## src/rtl/alu_pkg.sv

```systemverilog
// Shared types and constants for the ALU sequencer front end.
package alu_pkg;

  localparam int unsigned DATA_W   = 8;
  localparam int unsigned OP_W     = 3;
  localparam int unsigned ONEHOT_W = 7;
  localparam int unsigned FLAG_W   = 3;

  // Flag bit positions in rsp_flags and alu_fo
  localparam int unsigned FLAG_CARRY = 0;
  localparam int unsigned FLAG_ZERO  = 1;
  localparam int unsigned FLAG_POS   = 2;

  typedef enum logic [OP_W-1:0] {
    OP_ADD = 3'd0,
    OP_SUB = 3'd1,
    OP_AND = 3'd2,
    OP_OR  = 3'd3,
    OP_NOT = 3'd4,
    OP_SHL = 3'd5,
    OP_SHR = 3'd6,
    OP_RSV = 3'd7
  } op_e;

  typedef enum logic [2:0] {
    ST_IDLE  = 3'd0,
    ST_LOAD  = 3'd1,
    ST_STAGE = 3'd2,
    ST_EXEC  = 3'd3,
    ST_CAPT  = 3'd4,
    ST_RESP  = 3'd5
  } state_e;

  // Op code to ALU one-hot select; the reserved code selects nothing.
  function automatic logic [ONEHOT_W-1:0] op_onehot(input logic [OP_W-1:0] op);
    logic [ONEHOT_W-1:0] oh;
    oh = '0;
    case (op_e'(op))
      OP_ADD:  oh = 7'b000_0001;
      OP_SUB:  oh = 7'b000_0010;
      OP_AND:  oh = 7'b000_0100;
      OP_OR:   oh = 7'b000_1000;
      OP_NOT:  oh = 7'b001_0000;
      OP_SHL:  oh = 7'b010_0000;
      OP_SHR:  oh = 7'b100_0000;
      default: oh = '0;
    endcase
    return oh;
  endfunction

endpackage

```

## src/rtl/alu_sequencer_if.sv

```systemverilog
// Request/response channel between the control unit and the ALU sequencer.
interface alu_sequencer_if;

  logic                         req_valid;
  logic                         req_ready;
  logic [alu_pkg::OP_W-1:0]     req_op;
  logic [alu_pkg::DATA_W-1:0]   req_a;
  logic [alu_pkg::DATA_W-1:0]   req_b;
  logic                         req_chain;

  logic                         rsp_valid;
  logic                         rsp_ready;
  logic [alu_pkg::DATA_W-1:0]   rsp_d;
  logic [alu_pkg::FLAG_W-1:0]   rsp_flags;

  // Control unit side
  modport master (
    output req_valid, req_op, req_a, req_b, req_chain, rsp_ready,
    input  req_ready, rsp_valid, rsp_d, rsp_flags
  );

  // Sequencer side
  modport slave (
    input  req_valid, req_op, req_a, req_b, req_chain, rsp_ready,
    output req_ready, rsp_valid, rsp_d, rsp_flags
  );

endinterface

```

## src/rtl/alu_sequencer.sv

```systemverilog
// Sequences one ALU operation per request: operand write, staging, output
// enable, result capture, then a held response until accepted.
module alu_sequencer
  import alu_pkg::*;
#(
  parameter int unsigned STAGE_CYCLES = 1
) (
  input  logic                clk,
  input  logic                rst,
  alu_sequencer_if.slave      bus,
  output logic [DATA_W-1:0]   alu_a,
  output logic [DATA_W-1:0]   alu_b,
  output logic [DATA_W-1:0]   alu_fi,
  output logic [ONEHOT_W-1:0] alu_op,
  output logic                alu_wa,
  output logic                alu_wb,
  output logic                alu_oe,
  input  logic [DATA_W-1:0]   alu_d,
  input  logic [DATA_W-1:0]   alu_fo
);

  localparam int unsigned CNT_W = (STAGE_CYCLES > 1) ? $clog2(STAGE_CYCLES) : 1;

  state_e           state;
  state_e           state_nxt;
  logic [CNT_W-1:0] cnt;
  logic [CNT_W-1:0] cnt_nxt;
  logic             hs_c;
  logic             capt_c;
  logic             carry;
  logic             fo_unused;

  // Upper ALU flag bits carry nothing the response needs
  assign fo_unused = &{1'b0, alu_fo[DATA_W-1:FLAG_W]};

  // State and staging counter registers
  always_ff @(posedge clk) begin
    if (rst) begin
      state <= ST_IDLE;
      cnt   <= '0;
    end else begin
      state <= state_nxt;
      cnt   <= cnt_nxt;
    end
  end

  // Next-state logic; STAGE lasts STAGE_CYCLES cycles via the down-counter
  always_comb begin
    state_nxt = state;
    cnt_nxt   = cnt;
    hs_c      = 1'b0;
    capt_c    = 1'b0;
    case (state)
      ST_IDLE: begin
        if (bus.req_valid && bus.req_ready) begin
          hs_c      = 1'b1;
          state_nxt = ST_LOAD;
        end
      end
      ST_LOAD: begin
        cnt_nxt   = CNT_W'(STAGE_CYCLES - 1);
        state_nxt = ST_STAGE;
      end
      ST_STAGE: begin
        if (cnt == '0) begin
          state_nxt = ST_EXEC;
        end else begin
          cnt_nxt = cnt - CNT_W'(1);
        end
      end
      ST_EXEC: begin
        state_nxt = ST_CAPT;
      end
      ST_CAPT: begin
        capt_c    = 1'b1;
        state_nxt = ST_RESP;
      end
      ST_RESP: begin
        if (bus.rsp_ready) begin
          state_nxt = ST_IDLE;
        end
      end
      default: begin
        state_nxt = ST_IDLE;
      end
    endcase
  end

  // Registered outputs: strobes follow the next state so they align with it
  always_ff @(posedge clk) begin
    if (rst) begin
      bus.req_ready <= 1'b0;
      bus.rsp_valid <= 1'b0;
      bus.rsp_d     <= '0;
      bus.rsp_flags <= '0;
      alu_a         <= '0;
      alu_b         <= '0;
      alu_fi        <= '0;
      alu_op        <= '0;
      alu_wa        <= 1'b0;
      alu_wb        <= 1'b0;
      alu_oe        <= 1'b0;
      carry         <= 1'b0;
    end else begin
      bus.req_ready <= (state_nxt == ST_IDLE);
      bus.rsp_valid <= (state_nxt == ST_RESP);
      alu_wa        <= (state_nxt == ST_LOAD);
      alu_wb        <= (state_nxt == ST_LOAD);
      alu_oe        <= (state_nxt == ST_EXEC);

      // Operand, opcode and carry-in stay put from LOAD until back in IDLE
      if (hs_c) begin
        alu_a  <= bus.req_a;
        alu_b  <= bus.req_b;
        alu_fi <= {{(DATA_W-1){1'b0}}, carry & bus.req_chain};
        alu_op <= op_onehot(bus.req_op);
      end else if (state_nxt == ST_IDLE) begin
        alu_op <= '0;
      end

      // ALU result is only driven in the cycle after output enable
      if (capt_c) begin
        bus.rsp_d     <= alu_d;
        bus.rsp_flags <= alu_fo[FLAG_W-1:0];
        carry         <= alu_fo[FLAG_CARRY];
      end
    end
  end

endmodule

```

## src/flat_wrapper.sv

```systemverilog
// flat-port wrapper written by rule: the top's interface ports become plain ports
module alu_sequencer_flat import alu_pkg::*;
#(
  parameter int unsigned STAGE_CYCLES = 1
)
  (clk, rst, alu_a, alu_b, alu_fi, alu_op, alu_wa, alu_wb, alu_oe, alu_d, alu_fo, bus_req_valid, bus_req_op, bus_req_a, bus_req_b, bus_req_chain, bus_rsp_ready, bus_req_ready, bus_rsp_valid, bus_rsp_d, bus_rsp_flags);
  alu_sequencer_if bus_i ();
  input  logic clk;
  input  logic rst;
  output logic [DATA_W-1:0] alu_a;
  output logic [DATA_W-1:0] alu_b;
  output logic [DATA_W-1:0] alu_fi;
  output logic [ONEHOT_W-1:0] alu_op;
  output logic alu_wa;
  output logic alu_wb;
  output logic alu_oe;
  input  logic [DATA_W-1:0] alu_d;
  input  logic [DATA_W-1:0] alu_fo;
  input wire logic [$bits(bus_i.req_valid)-1:0] bus_req_valid;
  input wire logic [$bits(bus_i.req_op)-1:0] bus_req_op;
  input wire logic [$bits(bus_i.req_a)-1:0] bus_req_a;
  input wire logic [$bits(bus_i.req_b)-1:0] bus_req_b;
  input wire logic [$bits(bus_i.req_chain)-1:0] bus_req_chain;
  input wire logic [$bits(bus_i.rsp_ready)-1:0] bus_rsp_ready;
  output wire logic [$bits(bus_i.req_ready)-1:0] bus_req_ready;
  output wire logic [$bits(bus_i.rsp_valid)-1:0] bus_rsp_valid;
  output wire logic [$bits(bus_i.rsp_d)-1:0] bus_rsp_d;
  output wire logic [$bits(bus_i.rsp_flags)-1:0] bus_rsp_flags;
  assign bus_i.req_valid = bus_req_valid;
  assign bus_i.req_op = bus_req_op;
  assign bus_i.req_a = bus_req_a;
  assign bus_i.req_b = bus_req_b;
  assign bus_i.req_chain = bus_req_chain;
  assign bus_i.rsp_ready = bus_rsp_ready;
  assign bus_req_ready = bus_i.req_ready;
  assign bus_rsp_valid = bus_i.rsp_valid;
  assign bus_rsp_d = bus_i.rsp_d;
  assign bus_rsp_flags = bus_i.rsp_flags;
  alu_sequencer #(.STAGE_CYCLES(STAGE_CYCLES)) u_core (.clk(clk), .rst(rst), .bus(bus_i), .alu_a(alu_a), .alu_b(alu_b), .alu_fi(alu_fi), .alu_op(alu_op), .alu_wa(alu_wa), .alu_wb(alu_wb), .alu_oe(alu_oe), .alu_d(alu_d), .alu_fo(alu_fo));
endmodule
```

## config.mk

```make
export PLATFORM = sky130hd
export DESIGN_NAME = alu_sequencer_flat
export DESIGN_NICKNAME = d
export VERILOG_FILES = /design/src/rtl/alu_pkg.sv /design/src/rtl/alu_sequencer_if.sv /design/src/rtl/alu_sequencer.sv /design/src/flat_wrapper.sv
export SDC_FILE = /design/constraint.sdc
export NUM_CORES = 1
export LEC_CHECK = 0
export ABC_AREA = 1
export ABC_CLOCK_PERIOD_IN_PS = 1000
export CORE_ASPECT_RATIO = 0.9
export CORE_UTILIZATION = 54
export CTS_CLUSTER_SIZE = 28
export DETAILED_ROUTE_END_ITERATION = 10
export DONT_BUFFER_PORTS = 1
export GPL_TIMING_DRIVEN = 0
export PLACE_DENSITY = 0.72
export SYNTH_ARGS = -nofsm -noshare
export SYNTH_HDL_FRONTEND = slang
export SYNTH_SLANG_ARGS = --single-unit
```

## constraint.sdc

```tcl
create_clock -name clk -period 1 [get_ports clk]
set_input_delay 0.2 -clock clk [delete_from_list [all_inputs] [get_ports clk]]
set_output_delay 0.2 -clock clk [all_outputs]
set_load 0.01 [all_outputs]
```

==> run_results.csv, run 1 <==
group,metric,value,unit
worst_hold_path,hold_path.class,"primary input to register",
finish,area_growth_syn_to_layout,44.3,%
sta,tns,-5.14,ns
floorplan,die_x,59.7,um
synth,synth_top_area_share,52.0,%
pwr,internal-power,2.75,mW
drt,drt-wirelength-per-cell,14.9,um
pwr,combPwrFrac,22.8,%
sta,worst_pin_slew,0.601,ns
sta,drv_slew,0,
critical_path,crit_family,"simple AND/OR/NAND/NOR gates",
critical_path,worstSetupEndpointType,"register",
pwr,pwr-share-seq,49.8,%
clock_network,cts_tree,"built",
drt,vias_per_cell,5.27,
critical_path,critical_path_required,1.29,ns
finish,layout_common_cells,"nand2_1, dlygate4sd3_1, nor2_1",
drt,first_pass_iters,6,
sta,clock_skew,0.0132,ns
floorplan,initial_core_util,57.9,%
drt,totalWireLength,4510,um
floorplan,die_y,53.9,um
floorplan,core_area,0.00279,mm2
pwr,p_per_area,1690,mW/mm2
sta,relSlewSlack,59.9,%
synth,synth.ff_latch_count,42,
global_routing,grt_pass1_wl,5970,um
synth,yosys-top-cells-area,"dfxtp_1, nand2_1, nor2_1, a21oi_1, buf_4",
clock_network,clkLatencyLatePin,0.35,ns
floorplan,rows,18,
critical_path,crit_path_cell_trace,"nor2_4 > nand2_2 > nor2_4 > buf_6 > nand2_1 > a21oi_2",
drt,drc,0,
sta,fin_crit_sh,120,%
clock_network,cts_buffers,5,
synth,syn_inst,210,
clock_network,cts-root-buf,"clkbuf_4",
synth,yosysUniqueCellTypes,21,
finish,fin_cells,303,
placed_design,dpl.cell_count,256,
placed_design,dp_hpwl,2570,um
finish,layout-drive-gt1-share,36.9,%
sta,fmax,833,MHz
clock_network,cts_sinks,42,
global_routing,grt_pass1_vias,1388,
synth,yosys.area.top_type,"dfxtp_1",
clock_network,htreeDepth,2,
pwr,switchingPower,1.20,mW
global_routing,grtUsageMet2,46.9,%
clock_network,clockBufferDepth,2,
critical_path,path_common_cell,"nor2_4",
critical_path,cp_max_fo,5,
job,cap_violations,0,
critical_path,critPathKind,"register to register",
clock_network,clk_pin_slew,0.13,ns
global_routing,grt_max_degree,14,
floorplan,die_area,0.00322,mm2
outcome,violations,"negative setup slack",
critical_path,cpPeakStageDelay,0.38,ns
sta,hold_ws,0.00567,ns
drt,dr.first_iter.drc_count,74,
pwr,p_leak,0.962,nW
finish,diodes,0,
critical_path,worstPathArrival,1.49,ns
outcome,status,"finished, violations left",
sta,layout_min_cycle_time,1.20,ns
finish,final_common_cell,"nand2_1",
global_routing,busiest_layer,"met2",
global_routing,antenna_found_initial,0,
critical_path,critPathSlowestCell,"dfxtp_4",
synth,netlist_area,0.00162,mm2
pwr,peakVddDrop,1440,uV
floorplan,pin_count,87,
global_routing,met1_usage,27.0,%
global_routing,grt_usage,26.0,%
critical_path,critPathBufInv,1,
drt,vias,1596,
synth,syn_area_per_cell,7.70,um2
global_routing,grtUsageMet3,8.41,%
sta,setup_slack,-0.200,ns
synth,yosysSeqAreaShare,52.0,%
finish,nNetsFinal,302,
sta,finalHoldViolations,0,
synth,ys_warn_count,0,
global_routing,grt_remaining_overflow,0,
drt,drt.antenna.violating_nets,0,
sta,setup_viol_count_final,39,
placed_design,io_buffers,0,
pwr,clkPwrFrac,27.4,%
pwr,p_sw_share,30.5,%
sta,rsz0062_at_grt,"true",
placed_design,gp_congestion,0.742,
critical_path,cp-start-kind,"register",
==> power by group through the flow <==
| stage | Sequential [mW] | Clock [mW] | Combinational (mW) |
|---|---|---|---|
| finish | 1.97 | 1.08 | 0.900 |
| global route | 1.98 | 1.16 | 0.967 |
| CTS | 1.95 | 1.08 | 0.760 |
| detailed placement | 1.98 | 0 | 0.523 |
| global placement | 1.97 | 0 | 0.494 |
| floorplan | 1.96 | 0 | 0.431 |
==> worst register-to-register path, cell delays in order, from the launching register on <==
cell and delay (ns):
dfxtp_4 0.38, nor2_4 0.11, nand2_2 0.07, nor2_4 0.20
buf_6 0.16, nand2_1 0.06, a21oi_2 0.15
==> metrics by stage <==
step	total power [mW]	area, um2	utilization, %	worst slack [ns]
final	3.95	2330	83.5	-0.200
after global routing	4.10	2330	83.5	-0.240
after CTS	3.80	2210	79.1	-0.132
after detailed placement	2.50	1700	61.0	-0.198
after global placement	2.47	1700	61.0	-0.123
after floorplan	2.39	1650	-	-0.0386
==> cell type report <==
type | count | area (um2)
timing repair buffer | 39 | 375
clock inverter | 3 | 40.0
buffer | 19 | 158
multi-input combinational | 145 | 762
inverter | 10 | 40.0
clock buffer | 5 | 37.5
fill | 173 | 460
sequential | 42 | 870
tap | 40 | 50.0
==> sequential cells by signal, indices dropped and copies added, names as in the netlist <==
signal / count
u_core.alu_wa: 1
u_core.alu_fi: 1
u_core.state: 3
u_core.bus.rsp_flags: 3
u_core.alu_a: 8
u_core.alu_b: 8
u_core.bus.rsp_valid: 1
u_core.alu_op: 7
u_core.bus.req_ready: 1
u_core.bus.rsp_d: 8
u_core.alu_oe: 1
==> cells by family after synthesis <==
logic type / after synthesis / synth area share, %
AO/OA/AOI/OAI: 37 / 12.6
buffers and inverters: 29 / 10.2
other: 1 / 0.232
AND/OR/NAND/NOR: 101 / 24.9
flip-flops: 42 / 52.0
==> synth_stat cells <==
cell and instances:
nand3_1 4, a21oi_2 4, buf_2 3, o21ai_0 11, nor2_4 1, conb_1 1
nand4_1 1, buf_1 1, nor2_2 1, a211oi_1 1, buf_6 2, a21oi_1 20
a31oi_1 1, inv_1 10, buf_4 10, nand2_2 2, clkbuf_1 3, nor3_1 1
nand2_1 57, dfxtp_1 42, nor2_1 34
==> worst paths after layout <==
check | start | to | slack (ns) | cells past startpoint
max | u_core.state[0] | u_core.alu_b[0] | -0.20 | 6
min | bus_req_op[2] | u_core.alu_op[2] | 0.006 | 3
max reg2reg | u_core.state[0] | u_core.alu_b[0] | -0.20 | 6
min reg2reg | u_core.alu_a[3] | u_core.alu_a[3] | 0.50 | 2
==> metal layers <==
metal,wire (um),share of wire (%),up-vias
met3,389,8.6,16
li1,-,-,755
met5,0,0,-
met2,2260,50,84
met1,1750,39,741
met4,114,2.5,0
==> what timing repair did <==
action	CTS	global route
hold buffers	27	1
endpoints found under the setup margin	40	55
setup buffers	6	1
gates cloned	2	2
resized for setup	37	37
pin swaps	9	4
endpoints found under the hold margin	27	1
Power figures use the tool's default switching activity.
==> run 2, diff against run 1 <==
--- a/config.mk
+++ b/config.mk
@@ -10,5 +10,5 @@
 export CORE_ASPECT_RATIO = 0.9
 export CORE_UTILIZATION = 54
-export CTS_CLUSTER_SIZE = 28
+export CTS_CLUSTER_SIZE = 25
 export DETAILED_ROUTE_END_ITERATION = 10
 export DONT_BUFFER_PORTS = 1
==> constraint.sdc (replaced) <==
create_clock -name clk -period 1 [get_ports clk]
set_input_delay 0.3 -clock clk [delete_from_list [all_inputs] [get_ports clk]]
set_output_delay 0.3 -clock clk [all_outputs]
set_load 0.01 [all_outputs]
==> run_results.csv, run 2 (synthesis gave the netlist of run 1 again) <==
group,metric,value,unit
critical_path,critPathKind,"register to register",
critical_path,crit_path_cell_trace,"nor2_4 > nand2_2 > nor2_4 > buf_6 > nand2_1 > a21oi_2",
critical_path,path_common_cell,"nor2_4",
placed_design,dp_hpwl,2570,um
sta,layout_min_cycle_time,1.16,ns
sta,clock_skew,0.0103,ns
drt,vias,1445,
job,cap_violations,0,
critical_path,cp-start-kind,"register",
global_routing,grt_pass1_wl,5600,um
sta,setup_viol_count_final,77,
finish,layout-drive-gt1-share,48.7,%
clock_network,cts_sinks,42,
sta,fmax,866,MHz
placed_design,io_buffers,0,
outcome,violations,"negative setup slack",
floorplan,initial_core_util,57.9,%
finish,reg.largest.list,"u_core.alu_a (8), u_core.alu_b (8), u_core.bus.rsp_d (8)",
pwr,p_per_area,1800,mW/mm2
pwr,power,3.82,mW
clock_network,htreeDepth,2,
drt,totalWireLength,4000,um
critical_path,worstSetupPathDepth,6,
critical_path,critPathSlowestCell,"dfxtp_4",
placed_design,gp_congestion,0.742,
drt,drt.antenna.violating_nets,0,
drt,met2_length,2020,um
worst_hold_path,min_path_cells,1,
drt,vias_per_cell,5.27,
finish,area_growth_syn_to_layout,31.1,%
drt,first_pass_iters,6,
pwr,p_sw_share,30.1,%
floorplan,die_x,59.7,um
global_routing,grt_pass1_vias,1306,
global_routing,grt_remaining_overflow,0,
critical_path,cp_max_fo,10,
clock_network,cts_tree,"built",
sta,worst_pin_slew,0.591,ns
clock_network,cts-root-buf,"clkbuf_4",
worst_hold_path,hold_path.class,"primary input to register",
finish,diodes,0,
finish,layout_common_cells,"nand2_1, dfxtp_2, nor2_1",
floorplan,die_y,53.9,um
sta,rsz0062_at_grt,"true",
outcome,status,"finished, violations left",
pwr,pwr-share-seq,51.8,%
drt,drt-met1-wl,1610,um
drt,drc,0,
floorplan,die_area,0.00322,mm2
sta,fin_crit_sh,116,%
sta,finalHoldViolations,0,
clock_network,cts_buffers,5,
pwr,peakVddDrop,1430,uV
finish,final_common_cell,"nand2_1",
drt,dr.first_iter.drc_count,60,
critical_path,critical_path_required,1.28,ns
clock_network,clk_pin_slew,0.12,ns
clock_network,postCtsHoldBufs,0,
critical_path,worstSetupEndpointType,"register",
drt,maxUsedRoutingLayer,"met4",
floorplan,pin_count,87,
pwr,switchingPower,1.15,mW
critical_path,cpPeakStageDelay,0.39,ns
critical_path,worstPathArrival,1.44,ns
pwr,p_leak,0.852,nW
critical_path,r2r_cells,6,
drt,wl_met3,318,um
global_routing,grt_usage,24.2,%
sta,relSlewSlack,60.6,%
placed_design,post-place-ws,-0.198,ns
sta,drv_slew,0,
pwr,internal-power,2.67,mW
critical_path,crit_family,"simple AND/OR/NAND/NOR gates",
global_routing,antenna_found_initial,0,
finish,nNetsFinal,273,
finish,post-route-util,75.9,%
pwr,clkPwrFrac,28.3,%
sta,setup_slack,-0.155,ns
clock_network,clockBufferDepth,2,
critical_path,critPathBufInv,1,
pwr,combPwrFrac,19.9,%
drt,drt-wirelength-per-cell,14.6,um
clock_network,clkLatencyLatePin,0.36,ns
global_routing,grt_max_degree,14,
floorplan,rows,18,
floorplan,core_area,0.00279,mm2
-- run 2: worst reg2reg max path, delay by kind of cell (launching register included) --
family	cells	cell delay, ns
simple gates	4	0.42
flops	1	0.39
buf+inv	1	0.16
compound gates	1	0.12
-- run 2: path summary, 6_finish.rpt --
kind | slack, ns | endpoint | start
min | 0.004 | u_core.state[1] | rst
max | -0.16 | u_core.alu_b[7] | u_core.state[0]
min reg2reg | 0.50 | u_core.alu_b[3] | u_core.alu_b[3]
max reg2reg | -0.16 | u_core.alu_b[7] | u_core.state[0]
-- run 2: cell type report --
cell class | count | area (um2)
plain buffers | 19 | 161
clock buffers | 5 | 37.5
clock inverters | 3 | 40.0
fillers | 209 | 673
inverters | 10 | 45.0
multi-input cells | 145 | 783
flip-flops and latches | 42 | 908
well taps | 40 | 50.0
repair buffers | 10 | 93.8
-- run 2: power by group through the flow --
stage / Sequential, mW / Combinational [mW] / Clock (mW)
2_1_floorplan: 1.96 / 0.431 / 0
3_3_place_gp: 1.97 / 0.494 / 0
3_5_place_dp: 1.98 / 0.523 / 0
4_1_cts: 1.98 / 0.673 / 1.08
5_1_grt: 2.00 / 0.828 / 1.16
6_report: 1.98 / 0.759 / 1.08
-- run 2: per-layer routing --
layer,track usage (%),vias up
li1,-,694
met4,12.0,0
met3,8.41,8
met2,41.9,57
met1,26.4,686
met5,0,-
-- run 2: stage by stage --
step	std cells	cell area (um2)	hold WS [ns]	setup TNS [ns]
2_1_floorplan	216	1650	0.371	-0.643
3_3_place_gp	256	1700	0.373	-3.54
3_5_place_dp	256	1700	0.383	-5.20
4_1_cts	272	2020	0.00318	-4.30
5_1_grt	274	2120	-0.00532	-8.66
6_report	274	2120	0.00361	-5.37
-- run 2: what timing repair did --
item                       4_1_cts  5_1_grt
cloned                           2        1
gates resized for setup         87       27
setup endpoints to repair       78       77
setup buffers                    6        1
hold endpoints to repair         0        1
pin swaps                        8        5
==> run 3, diff against run 2 <==
SLEW_MARGIN = 20   (was not set)
==> results of run 3 <==
No change in the layout: final DEF, timing and power equal those of run 2.
